$ cat src/rtl/ram_arbiter_2ch_if.sv
// ram_arbiter_2ch_if
//   Request/response bundle for one client channel of ram_arbiter_2ch.
//   One instance per channel.
//   Signals:
//     req    client -> arbiter  request; held with the command stable until ack
//     we     client -> arbiter  1 = write, 0 = read
//     addr   client -> arbiter  word address
//     wdata  client -> arbiter  write data
//     ack    arbiter -> client  one-cycle pulse when the transaction completes
//     rdata  arbiter -> client  read data; valid in the ack cycle of a read, then held
//   Modports:
//     master  the client side (drives the command)
//     slave   the arbiter side (drives ack/rdata)
interface ram_arbiter_2ch_if #(
    parameter int ADDR_W = 5,
    parameter int DATA_W = 8
);
    logic              req;
    logic              we;
    logic [ADDR_W-1:0] addr;
    logic [DATA_W-1:0] wdata;
    logic              ack;
    logic [DATA_W-1:0] rdata;

    modport master (
        output req, we, addr, wdata,
        input  ack, rdata
    );

    modport slave (
        input  req, we, addr, wdata,
        output ack, rdata
    );
endinterface

$ cat src/rtl/ram_arbiter_2ch.sv
// ram_arbiter_2ch
//   Shares one single-port RAM between two clients.
//   - Arbitration is round-robin.
//   - Only one transaction is in flight at a time.
//   - The arbiter owns every RAM control pin.
//   - Every output is registered.
//   Parameters:
//     ADDR_W  RAM address width
//     DATA_W  RAM data width
//     RD_LAT  cycles from the read-issue edge to ram_rd_data valid (1..3)
//   Ports:
//     sys_clk      clock; all logic on the rising edge
//     sys_rst      asynchronous active-low reset
//     c0, c1       client channels (slave side of ram_arbiter_2ch_if)
//     ram_en       RAM enable, high for exactly one cycle per transaction
//     ram_we       RAM write enable; only ever high together with ram_en
//     ram_addr     RAM address
//     ram_wr_data  RAM write data
//     ram_rd_data  RAM read data
//     busy         high while a transaction is in progress (state != IDLE)
//     gnt_id       channel owning the current or last transaction
module ram_arbiter_2ch #(
    parameter int ADDR_W = 5,
    parameter int DATA_W = 8,
    parameter int RD_LAT = 1
) (
    input  logic                sys_clk,
    input  logic                sys_rst,
    ram_arbiter_2ch_if.slave    c0,
    ram_arbiter_2ch_if.slave    c1,
    output logic                ram_en,
    output logic                ram_we,
    output logic [ADDR_W-1:0]   ram_addr,
    output logic [DATA_W-1:0]   ram_wr_data,
    input  logic [DATA_W-1:0]   ram_rd_data,
    output logic                busy,
    output logic                gnt_id
);
    localparam int CNT_W = 2;  // RD_LAT - 1 never exceeds 2

    typedef enum logic [1:0] {IDLE, ISSUE, WAIT, RESP} state_t;

    state_t              state_q, state_d;
    logic [CNT_W-1:0]    cnt_q, cnt_d;
    logic                rr_last_q, rr_last_d;
    logic                gnt_id_q, gnt_id_d;
    logic                ram_en_q, ram_en_d;
    logic                ram_we_q, ram_we_d;
    logic [ADDR_W-1:0]   ram_addr_q, ram_addr_d;
    logic [DATA_W-1:0]   ram_wr_data_q, ram_wr_data_d;
    logic                busy_q, busy_d;
    logic [1:0]          ack_q, ack_d;
    logic [DATA_W-1:0]   rdata_q [2];
    logic [DATA_W-1:0]   rdata_d [2];

    // Channel inputs gathered into arrays so the channels can be indexed by gnt_id.
    logic [1:0]          req;
    logic [1:0]          we;
    logic [ADDR_W-1:0]   addr  [2];
    logic [DATA_W-1:0]   wdata [2];
    logic                winner;

    assign req      = {c1.req, c0.req};
    assign we       = {c1.we, c0.we};
    assign addr[0]  = c0.addr;
    assign addr[1]  = c1.addr;
    assign wdata[0] = c0.wdata;
    assign wdata[1] = c1.wdata;

    always_comb begin
        state_d       = state_q;
        cnt_d         = cnt_q;
        rr_last_d     = rr_last_q;
        gnt_id_d      = gnt_id_q;
        ram_en_d      = 1'b0;
        ram_we_d      = 1'b0;
        ram_addr_d    = ram_addr_q;
        ram_wr_data_d = ram_wr_data_q;
        ack_d         = 2'b00;
        rdata_d       = rdata_q;
        // On a tie, the channel that did not win last time goes next.
        // Otherwise the single requester wins.
        winner        = (req[0] && req[1]) ? ~rr_last_q : req[1];

        case (state_q)
            IDLE: begin
                if (|req) begin
                    // Latch the command now; the RAM pins themselves act as the latch,
                    // so later changes on the client side cannot affect this transaction.
                    gnt_id_d      = winner;
                    rr_last_d     = winner;
                    ram_en_d      = 1'b1;
                    ram_we_d      = we[winner];
                    ram_addr_d    = addr[winner];
                    ram_wr_data_d = wdata[winner];
                    state_d       = ISSUE;
                end
            end
            ISSUE: begin
                // ram_we_q still holds the latched direction during ISSUE.
                if (ram_we_q) begin
                    ack_d[gnt_id_q] = 1'b1;
                    state_d         = RESP;
                end else begin
                    cnt_d   = CNT_W'(RD_LAT - 1);
                    state_d = WAIT;
                end
            end
            WAIT: begin
                if (cnt_q == '0) begin
                    rdata_d[gnt_id_q] = ram_rd_data;
                    ack_d[gnt_id_q]   = 1'b1;
                    state_d           = RESP;
                end else begin
                    cnt_d = cnt_q - 1'b1;
                end
            end
            RESP: begin
                state_d = IDLE;
            end
            default: begin
                state_d = IDLE;
            end
        endcase

        busy_d = (state_d != IDLE);
    end

    always_ff @(posedge sys_clk or negedge sys_rst) begin
        if (!sys_rst) begin
            state_q       <= IDLE;
            cnt_q         <= '0;
            rr_last_q     <= 1'b1;
            gnt_id_q      <= 1'b0;
            ram_en_q      <= 1'b0;
            ram_we_q      <= 1'b0;
            ram_addr_q    <= '0;
            ram_wr_data_q <= '0;
            busy_q        <= 1'b0;
            ack_q         <= 2'b00;
            for (int i = 0; i < 2; i++) begin
                rdata_q[i] <= '0;
            end
        end else begin
            state_q       <= state_d;
            cnt_q         <= cnt_d;
            rr_last_q     <= rr_last_d;
            gnt_id_q      <= gnt_id_d;
            ram_en_q      <= ram_en_d;
            ram_we_q      <= ram_we_d;
            ram_addr_q    <= ram_addr_d;
            ram_wr_data_q <= ram_wr_data_d;
            busy_q        <= busy_d;
            ack_q         <= ack_d;
            for (int i = 0; i < 2; i++) begin
                rdata_q[i] <= rdata_d[i];
            end
        end
    end

    assign ram_en      = ram_en_q;
    assign ram_we      = ram_we_q;
    assign ram_addr    = ram_addr_q;
    assign ram_wr_data = ram_wr_data_q;
    assign busy        = busy_q;
    assign gnt_id      = gnt_id_q;
    assign c0.ack      = ack_q[0];
    assign c1.ack      = ack_q[1];
    assign c0.rdata    = rdata_q[0];
    assign c1.rdata    = rdata_q[1];
endmodule

$ cat src/flat_wrapper.sv
// flat-port wrapper written by rule: the top's interface ports become plain ports
module ram_arbiter_2ch_flat 
#(
    parameter int ADDR_W = 5,
    parameter int DATA_W = 8,
    parameter int RD_LAT = 1
)
  (sys_clk, sys_rst, ram_en, ram_we, ram_addr, ram_wr_data, ram_rd_data, busy, gnt_id, c0_req, c0_we, c0_addr, c0_wdata, c0_ack, c0_rdata, c1_req, c1_we, c1_addr, c1_wdata, c1_ack, c1_rdata);
  ram_arbiter_2ch_if #(.ADDR_W(ADDR_W), .DATA_W(DATA_W)) c0_i ();
  ram_arbiter_2ch_if #(.ADDR_W(ADDR_W), .DATA_W(DATA_W)) c1_i ();
  input  logic sys_clk;
  input  logic sys_rst;
  output logic ram_en;
  output logic ram_we;
  output logic [ADDR_W-1:0] ram_addr;
  output logic [DATA_W-1:0] ram_wr_data;
  input  logic [DATA_W-1:0] ram_rd_data;
  output logic busy;
  output logic gnt_id;
  input wire logic [$bits(c0_i.req)-1:0] c0_req;
  input wire logic [$bits(c0_i.we)-1:0] c0_we;
  input wire logic [$bits(c0_i.addr)-1:0] c0_addr;
  input wire logic [$bits(c0_i.wdata)-1:0] c0_wdata;
  output wire logic [$bits(c0_i.ack)-1:0] c0_ack;
  output wire logic [$bits(c0_i.rdata)-1:0] c0_rdata;
  input wire logic [$bits(c1_i.req)-1:0] c1_req;
  input wire logic [$bits(c1_i.we)-1:0] c1_we;
  input wire logic [$bits(c1_i.addr)-1:0] c1_addr;
  input wire logic [$bits(c1_i.wdata)-1:0] c1_wdata;
  output wire logic [$bits(c1_i.ack)-1:0] c1_ack;
  output wire logic [$bits(c1_i.rdata)-1:0] c1_rdata;
  assign c0_i.req = c0_req;
  assign c0_i.we = c0_we;
  assign c0_i.addr = c0_addr;
  assign c0_i.wdata = c0_wdata;
  assign c0_ack = c0_i.ack;
  assign c0_rdata = c0_i.rdata;
  assign c1_i.req = c1_req;
  assign c1_i.we = c1_we;
  assign c1_i.addr = c1_addr;
  assign c1_i.wdata = c1_wdata;
  assign c1_ack = c1_i.ack;
  assign c1_rdata = c1_i.rdata;
  ram_arbiter_2ch #(.ADDR_W(ADDR_W), .DATA_W(DATA_W), .RD_LAT(RD_LAT)) u_core (.sys_clk(sys_clk), .sys_rst(sys_rst), .c0(c0_i), .c1(c1_i), .ram_en(ram_en), .ram_we(ram_we), .ram_addr(ram_addr), .ram_wr_data(ram_wr_data), .ram_rd_data(ram_rd_data), .busy(busy), .gnt_id(gnt_id));
endmodule
$ cat config.mk
export PLATFORM = sky130hd
export DESIGN_NAME = ram_arbiter_2ch_flat
export DESIGN_NICKNAME = d
export VERILOG_FILES = /design/src/rtl/ram_arbiter_2ch_if.sv /design/src/rtl/ram_arbiter_2ch.sv /design/src/flat_wrapper.sv
export SDC_FILE = /design/constraint.sdc
export NUM_CORES = 1
export LEC_CHECK = 0
export ABC_AREA = 1
export BUFFER_PORTS_ARGS = -buffer_cell sky130_fd_sc_hd__buf_2
export CORE_MARGIN = 10
export CORE_UTILIZATION = 35
export DETAILED_ROUTE_END_ITERATION = 10
export PLACE_DENSITY = 0.62
export SLEW_MARGIN = 10
export SYNTH_ARGS = -nofsm -noshare
export SYNTH_HDL_FRONTEND = slang
export SYNTH_SLANG_ARGS = --single-unit
$ cat constraint.sdc
create_clock -name sys_clk -period 3.3 [get_ports sys_clk]
set_input_delay 0.495 -clock sys_clk [delete_from_list [all_inputs] [get_ports sys_clk]]
set_output_delay 0.495 -clock sys_clk [all_outputs]
set_load 0.05 [all_outputs]
# After elaboration in Yosys (flattened, before gate mapping)
# Cells that the tools add are included.
# Widths: inputs -> output; s select.
[totals]
regBits = 40
output_inout_bits = 35
word_cells = 66
[op_classes]
add_sub_neg = 1
magnitude_cmp = 6
eq_ne = 5
muxes = 28
n_bitwise = 3
n_reduce_logical = 11
[ops]
columns = ["cell", "count"]
rows = [
  ["$mux 8", 4],
  ["$bwmux 16", 1],
  ["$mux 5", 3],
  ["$mux 2", 6],
  ["$mux 1", 9],
  ["$demux 8 s1", 1],
  ["$pmux 2 s2", 2],
  ["$pmux 2 s4", 1],
  ["$eq 2x2->1 const B", 2],
  ["$ge 2x2->1 const B", 2],
  ["$logic_not 2->1", 2],
  ["$lt 1x2->1 const B", 2],
  ["$ne 2x2->1 const B", 2],
  ["$not 1->2", 2],
  ["$reduce_and 2->1", 2],
  ["$reduce_bool 2->1", 2],
  ["$logic_and 1x1->1", 3],
  ["$reduce_and 3->1", 1],
  ["$eq 2x1->1 const B", 1],
  ["$lt 2x1->1 const B", 1],
  ["$reduce_or 2->1", 1],
  ["$sub 2x1->2 const B", 1],
  ["$demux 1 s1", 1],
  ["$ge 1x1->1 const B", 1],
  ["$not 1->1", 1],
]

# Longest topological paths before layout
# Gate-level depths: netlist of run 1.
[depth]
depth_word = 6
depth_mapped = 8
mapped_depth_nobuf = 7

# Worst setup path after synthesis of run 1
# OpenSTA, ideal clock, no wires.
[synth_timing]
kind = "register to register"
start = "register u_core.state_q[0]"
end = "register u_core.rdata_q, in the netlist u_core.c1.rdata[6]"
setup_time_ps = 120
t_arrival_ps = 1193
path_slack_ps = 1987
stages_incl_launch_ff = 9
synth_period_minus_slack_ps = 1313
cell_sequence = "dfrtp_1 > inv_1 > ha_1 > nand2_1 > inv_2 > nand2_2 > buf_6 > nand2_1 > o21ai_2"
[synth_between]
elab_chain_len = 2
[synth_lines]
columns = ["element", "line_no", "text"]
rows = [
  ["start, declared", "ram_arbiter_2ch.sv:43", "state_t state_q, state_d;"],
  ["start signal, assigned", "ram_arbiter_2ch.sv:145", "state_q <= state_d;"],
  ["$eq 2x2->1", "ram_arbiter_2ch.sv:85", "case (state_q)"],
  ["$reduce_and 2->1 (no source line)", "-", ""],
  ["end signal, assigned by index", "ram_arbiter_2ch.sv:156", "rdata_q[i] <= rdata_d[i];"],
  ["end, declared", "ram_arbiter_2ch.sv:53", "logic [DATA_W-1:0] rdata_q [2];"],
]
# No other way between the ends.
# A chain may end at the register's enable or synchronous reset.

# Final worst setup path of run 1
[layout_timing]
start = "register u_core.gnt_id_q (netlist: u_core.gnt_id)"
end = "output gnt_id"
[layout_rtl]
columns = ["element", "line_no", "text"]
rows = [
  ["start, declared", "ram_arbiter_2ch.sv:46", "logic gnt_id_q, gnt_id_d;"],
  ["start signal, assigned", "ram_arbiter_2ch.sv:148", "gnt_id_q <= gnt_id_d;"],
  ["end, declared", "flat_wrapper.sv:19", "output logic gnt_id;"],
]
# No word-level cell between the ends.

==> metrics.md, run 1 <==
| Metric | Value |
|---|---|
| Register area share after synthesis | 48.7% |
| Crit path launch | u_core.gnt_id |
| Fin nets | around 350 |
| Die height | approximately 97 um |
| Combinational Power Share | a little under three fifths |
| Met3 Usage GRT | 4.68% |
| Post-synthesis xor/xnor area fraction | 0% |
| Fill cells | roughly 580 |
| Hold Path Class | in2async |
| Max cap viols | 0 |
| CTS-repair resized insts | 0 |
| Crit path DAT | 1000 ps |
| Met2 GRT Util | between 10% and 20% |
| Ys Warns | 0 |
| Worst path required time | ~2800 ps |
| Seq cells post-synth | 40 |
| Least-Margin Pin Slew | 877 ps |
| CP cell instances | buf_2 |
| Sw Share | between 50% and 60% |
| Width of the die | 96.7 um |
| Dpl hpwl | ~3.7 mm |
| Vias in the first global route | between 1500 and 2000 |
| Synthesis-to-finish area growth | 23.8% |
| Post-synthesis mux area share | 0% |
| Fraction of layout cells with a size suffix above 1 | 42.2% |
| Total power | ~0.0029 W |
| CTS clk-pin slew, worst paths | ~80 ps |
| Root Buffer Master | clkbuf_8 |
| Hold Vio Cnt, Final | 0 |
| Postcts setup bufs | 0 |
| Worst-skew pair later-pin latency | 280 ps |
| Num Clock Sinks | 40 |
| Die area | 9340 um2 |
| CTS tree | done |
| Yosys cell types | 22 |
| Setup TNS | 0 ps |
| # placed instances | roughly 370 |
| DR vias/cell | between 4 and 5 |
| Total track usage | ~10% |
| Post-DRT Antenna Nets | 0 |
| Area fraction in compound gates after synthesis | under 10% |
| Grt ovf | 0 |
| RSZ-0062 raised after global routing | no |
| H-tree levels | 2 |
| Critical path class | reg2out |
| Drt wl/cell | between 10 and 15 um |
| Final core utilization | 45.4% |
| Vias | around 1600 |
| CTS Buf Count | 5 |
| Avg Inst Size Synth | 9.06 um2 |
| CP top delay family | flip-flops |
| Worst Setup End Kind | output pin |
| Diode count | 0 |
| Mapped Nets | 272 |
| Leak | between 1 and 1.5 nW |
| Largest family of logic cells by synthesized area | simple AND/OR/NAND/NOR gates |
| Relative slew slack | between 40% and 50% |
| Most frequent cells in the layout | buf_2, nand2_1, inv_1 |
| Iter 0 DRT Violations | 50 |
| Worst Skew | about 6.4 ps |
| Most common cell after layout, fill and taps aside | buf_2 |
| CP Buf/Inv Count | 1 |
| Slowest stage delay, CP | 420 ps |
| Initial Utilization | ~37% |
| Clock buffer depth | 2 |
| CP max FO | 4 |
| Fmax achieved | about 670 MHz |
| Grt met1 use | between 10% and 20% |
| IO Port Bufs | between 70 and 80 |
| Clk network pwr share | between 10% and 20% |
| Post-Synth Adder-Cell Area | slightly above 3% |
| Post-Synthesis Cells | 227 |
| Largest net degree at the start of global routing | 41 |
| Final cell count without fillers | between 300 and 400 |
| Sequential power share | between 20% and 30% |
| Post-route DRC | 0 |
| Status | complete, no violations |
| Tcrit/Tclk final | 45.3% |
| Simple-Gate Fraction of Synth Area | between 20 and 30% |
| Tmin final | between 1000 and 1500 ps |
| DRT Pass-1 Iters | 4 |
| Pwr/cell area | about 1200 nW/um2 |
| Peak VDD IR | between 0.5 and 0.6 mV |
| # hold bufs at CTS | 0 |
| Switching pwr | approximately 0.0015 W |
| Gr busiest metal | met2 |
| Global-route wire length before repair | between 7 and 8 mm |
| Synthesized cell area | between 2000 and 2500 um2 |
| Reg2reg start | u_core.state_q[0] |
| Rows | 27 |
| I/O pin total | 75 |
| Antenna violations before repair | 0 |
| Post-Route WL | about 4.7 mm |
| Final GP Congestion | 0.769 |
| Number of max-slew violations in the final report | 0 |
| Core Area | between 5000 and 6000 um2 |
| Worst path slowest cell | dfrtp_1 |
| CP Launch Type | flip-flop |
| Finish-stage setup viols | 0 |
| Internal power | ~0.0014 W |
-- power groups by stage --
stage | sequential [W] | combinational, W | clock (W)
after floorplan | 0.00156 | 0.000627 | 0
after global placement | 0.000859 | 0.00165 | 0
after detailed placement | 0.000859 | 0.00167 | 0
after CTS | 0.000853 | 0.00168 | 0.000444
final | 0.000852 | 0.00165 | 0.000431
after global routing | 0.000880 | 0.00179 | 0.000472
-- stage by stage --
step	hold WS [ps]	area, um2	setup slack [ps]
global route	396	2550	1700
finish	328	2550	1800
CTS	356	2550	1800
detailed placement	464	2420	1760
global placement	462	2420	1790
floorplan	199	2060	1990
-- synthesized netlist by cell type (all sizes together) --
| cell | instances | area, um2 |
|---|---|---|
| nand4 | 1 | 6.26 |
| nand2 | 73 | 344 |
| dfstp | 1 | 26.3 |
| buf | 8 | 97.6 |
| dfrtp | 39 | 976 |
| nand3 | 28 | 190 |
| inv | 44 | 165 |
| nor2 | 6 | 41.3 |
| o21ai | 22 | 148 |
| ha | 5 | 62.6 |
-- cell type report --
class / count / area (um2) / share of cell area [%]
clock inverters: 1 / 30.0 / 1.18
clock buffers: 7 / 96.3 / 3.78
multi-input cells: 135 / 792 / 31.1
inverters: 44 / 165 / 6.49
flip-flops and latches: 40 / 1000 / 39.4
well taps: 72 / 90.1 / 3.54
repair buffers: 74 / 370 / 14.5
-- state kept, by name, indices dropped and copies added, names as in the netlist --
register            flops
u_core.state_q          2
u_core.c1.rdata         8
u_core.gnt_id           1
u_core.ram_addr         5
u_core.rr_last_q        1
u_core.busy             1
u_core.ram_wr_data      8
u_core.cnt_q            2
u_core.ack_q            2
u_core.ram_we           1
u_core.ram_en           1
u_core.c0.rdata         8
-- cell families (layout without fill, tap and decap cells) --
logic type               Yosys count  after routing
adder cells (fa/ha/maj)            5              5
AND/OR/NAND/NOR                  108            108
AO/OA/AOI/OAI                     22             22
flip-flops                        40             40
buffers and inverters             52            126
-- worst paths after layout --
path,end,slack [ps],cells past startpoint
setup reg to reg,u_core.c1.rdata[0],1820,7
hold / removal,u_core.ram_we,330,1
max in group asynchronous,u_core.ram_en,2430,1
min in group sys_clk,u_core.ram_we,440,3
hold reg to reg,u_core.rr_last_q,480,2
setup / recovery,gnt_id,1800,1
-- metal layers --
| metal | vias up | share of wire, % |
|---|---|---|
| li1 | 837 | - |
| met1 | 668 | 48 |
| met2 | 64 | 41 |
| met3 | 7 | 9.2 |
| met4 | 0 | 1.4 |
| met5 | - | 0 |
-- worst register-to-register path, cell delays in order (launching register included) --
cell and delay (ps):
dfrtp_1 400, inv_1 90, ha_1 230, nand2_1 120, inv_2 80, nand2_2 210, nand2_1 160, o21ai_2 60
Power figures use the tool's default switching activity.
==> run 2, diff against run 1 <==
clock period = 1.4 ns   (was 3.3 ns; I/O delays follow)
==> run 2 against run 1 <==
  * Design area up 6.9%
  * Core utilization increased by 3.1 points
  * Power rose to 2.5 times the previous value
  * Sequential share of layout area shrank 2.6 points
  * Largest power group unchanged
==> metrics.md, run 2 (synthesized netlist as in run 1, its figures left out) <==
| Metric | Value |
|---|---|
| Status | complete, no violations |
| Pre-CTS setup slack | 11.3 ps (-1750 ps) |
| Fill cells | 583 (+0.34%) |
| CP max FO | 4 (unchanged) |
| CP top delay family | flip-flops |
| Core Area | 5610 um2 (unchanged) |
| # placed instances | 371 (+1.6%) |
| Most frequent cells in the layout | buf_2, nand2_1, inv_1 |
| Placed cell area | 2460 um2 (+1.9%) |
| Total track usage | 10.4% (+0.39 points) |
| Worst Skew | 6.89 ps (+0.501 ps) |
| Final cell count without fillers | 386 (+3.5%) |
| CP cell instances | inv_1 -> ha_1 -> buf_4 -> o21ai_1 -> nand4_1 |
| Worst-skew pair later-pin latency | 290 ps (about the same) |
| Hold Vio Cnt, Final | 0 (unchanged) |
| Leak | 1.55 nW (+5.6%) |
| Root Buffer Master | clkbuf_8 |
| Die height | 96.7 um (unchanged) |
| Fmax achieved | 760 MHz |
| Finish-stage setup viols | 0 (unchanged) |
| Drt wl/cell | 12.7 um (about the same) |
| Antenna violations before repair | 0 (unchanged) |
| Worst Setup End Kind | flip-flop |
| Dpl hpwl | 3.88 mm (+5.7%) |
| Least-Margin Pin Slew | 305 ps (-573 ps) |
| Global-route wire length before repair | 8.25 mm (+3.2%) |
| Post-route DRC | 0 (unchanged) |
| Width of the die | 96.7 um (unchanged) |
| Pwr/cell area | 2710 nW/um2 (+140%) |
| Final worst setup slack | 83.9 ps (-1720 ps) |
| Clock buffer depth | 2 (unchanged) |
| Critical path class | reg2reg |
| CTS clk-pin slew, worst paths | 80 ps (about the same) |
| H-tree levels | 2 (unchanged) |
| Final instance area | 2720 um2 (+6.9%) |
| CP Launch Type | flip-flop |
| Relative slew slack | 79.7% (+38 points) |
| CP Buf/Inv Count | 2 (+1) |
| DRT Pass-1 Iters | 5 (+1) |
| Most common cell after layout, fill and taps aside | buf_2 |
| Worst path slowest cell | dfrtp_1 |
| Slowest stage delay, CP | 380 ps (-40 ps) |
| Total power | 0.00738 W (+150%) |
| Num Clock Sinks | 40 (unchanged) |
| Max cap viols | 0 (unchanged) |
| RSZ-0062 raised after global routing | yes |
| CTS tree | done |
| Grt ovf | 0 (unchanged) |
| Final GP Congestion | 0.753 (-2.0%) |
| Die area | 9340 um2 (unchanged) |
| Crit path DAT | 1450 ps (+450 ps) |
| Synthesis-to-finish area growth | 32.4% |
| Largest net degree at the start of global routing | 25 (-39%) |
| Tcrit/Tclk final | roughly 94% |
| Post-Route WL | 4.91 mm (+3.6%) |
| Diode count | 0 (unchanged) |
| CTS Buf Count | 5 (unchanged) |
| Fraction of layout cells with a size suffix above 1 | 44.3% (+2.1 points) |
| I/O pin total | 75 (unchanged) |
| Peak VDD IR | 1.28 mV (+150%) |
| Tmin final | 1320 ps |
| Number of max-slew violations in the final report | 0 (unchanged) |
| Vias in the first global route | 1733 (+1.9%) |
| IO Port Bufs | 74 (unchanged) |
| Rows | 27 (unchanged) |
| Iter 0 DRT Violations | 41 (-18%) |
| Vias | 1621 (+2.9%) |
| Worst path required time | 1530 ps (-1270 ps) |
| DR vias/cell | 4.20 (-0.61%) |
| Fin nets | 358 (+3.8%) |
| Post-DRT Antenna Nets | 0 (unchanged) |
| Hold Path Class | in2reg |
| Initial Utilization | 36.7% (unchanged) |
[run 2: cell types whose count changed in the layout (fill, tap and decap cells not counted), sizes merged]
cell         delta
buf            +12
clkbuf          -1
bufinv          +1
dlygate4sd3     +1
[run 2: repair_timing]
item,4_1_cts,5_1_grt
gates resized for setup,0,7
setup buffers,0,6
endpoints found under the setup margin,0,33
endpoints found under the hold margin,8,0
hold buffers,1,0
[run 2: layout make-up]
cell class                      instances  area [um2]  share of cell area (%)
Clock inverter                          2        60.1                    2.21
Multi-Input combinational cell        135         822                    30.2
Timing Repair Buffer                   87         508                    18.7
Inverter                               44         168                    6.16
Sequential cell                        40        1000                    36.8
Clock buffer                            6        72.6                    2.67
Tap cell                               72        90.1                    3.31
[run 2: power breakdown]
group | internal [W] | total, W | switching, W
sequential | 0.00172 | 0.00203 | 0.000306
clock | 0.000712 | 0.00109 | 0.000379
combinational | 0.00118 | 0.00425 | 0.00307
[run 2: worst register-to-register path, cell delays in order, from the launching register on]
cell and delay (ps):
dfrtp_1 380, inv_1 80, ha_1 230, buf_4 160
o21ai_1 170, nand4_1 150
[run 2: metrics by stage]
step	util [%]	setup TNS, ps	hold WS (ps)
4_1_cts	46.5	0	166
5_1_grt	48.5	-18.2	184
2_1_floorplan	-	0	-85.6
3_5_place_dp	44.0	0	84.8
3_3_place_gp	44.0	0	87.6
6_report	48.5	0	165
[run 2: final timing paths]
check,start,to,slack (ps),cells past startpoint
min in group asynchronous,sys_rst,u_core.state_q[1],310,2
max in group asynchronous,sys_rst,u_core.c0.rdata[7],510,3
min,c0_we,u_core.ram_we,160,3
max,u_core.state_q[0],u_core.busy,80,5
max reg2reg,u_core.state_q[0],u_core.busy,80,5
min reg2reg,u_core.ram_wr_data[1],u_core.ram_wr_data[1],490,2
[run 2: per-layer routing]
metal,part of all wire (%),GRT usage [%],vias up
li1,-,-,858
met1,45,12.4,702
met2,44,15.8,57
met3,9.9,5.46,4
met4,0.63,2.71,0
met5,0,0,-
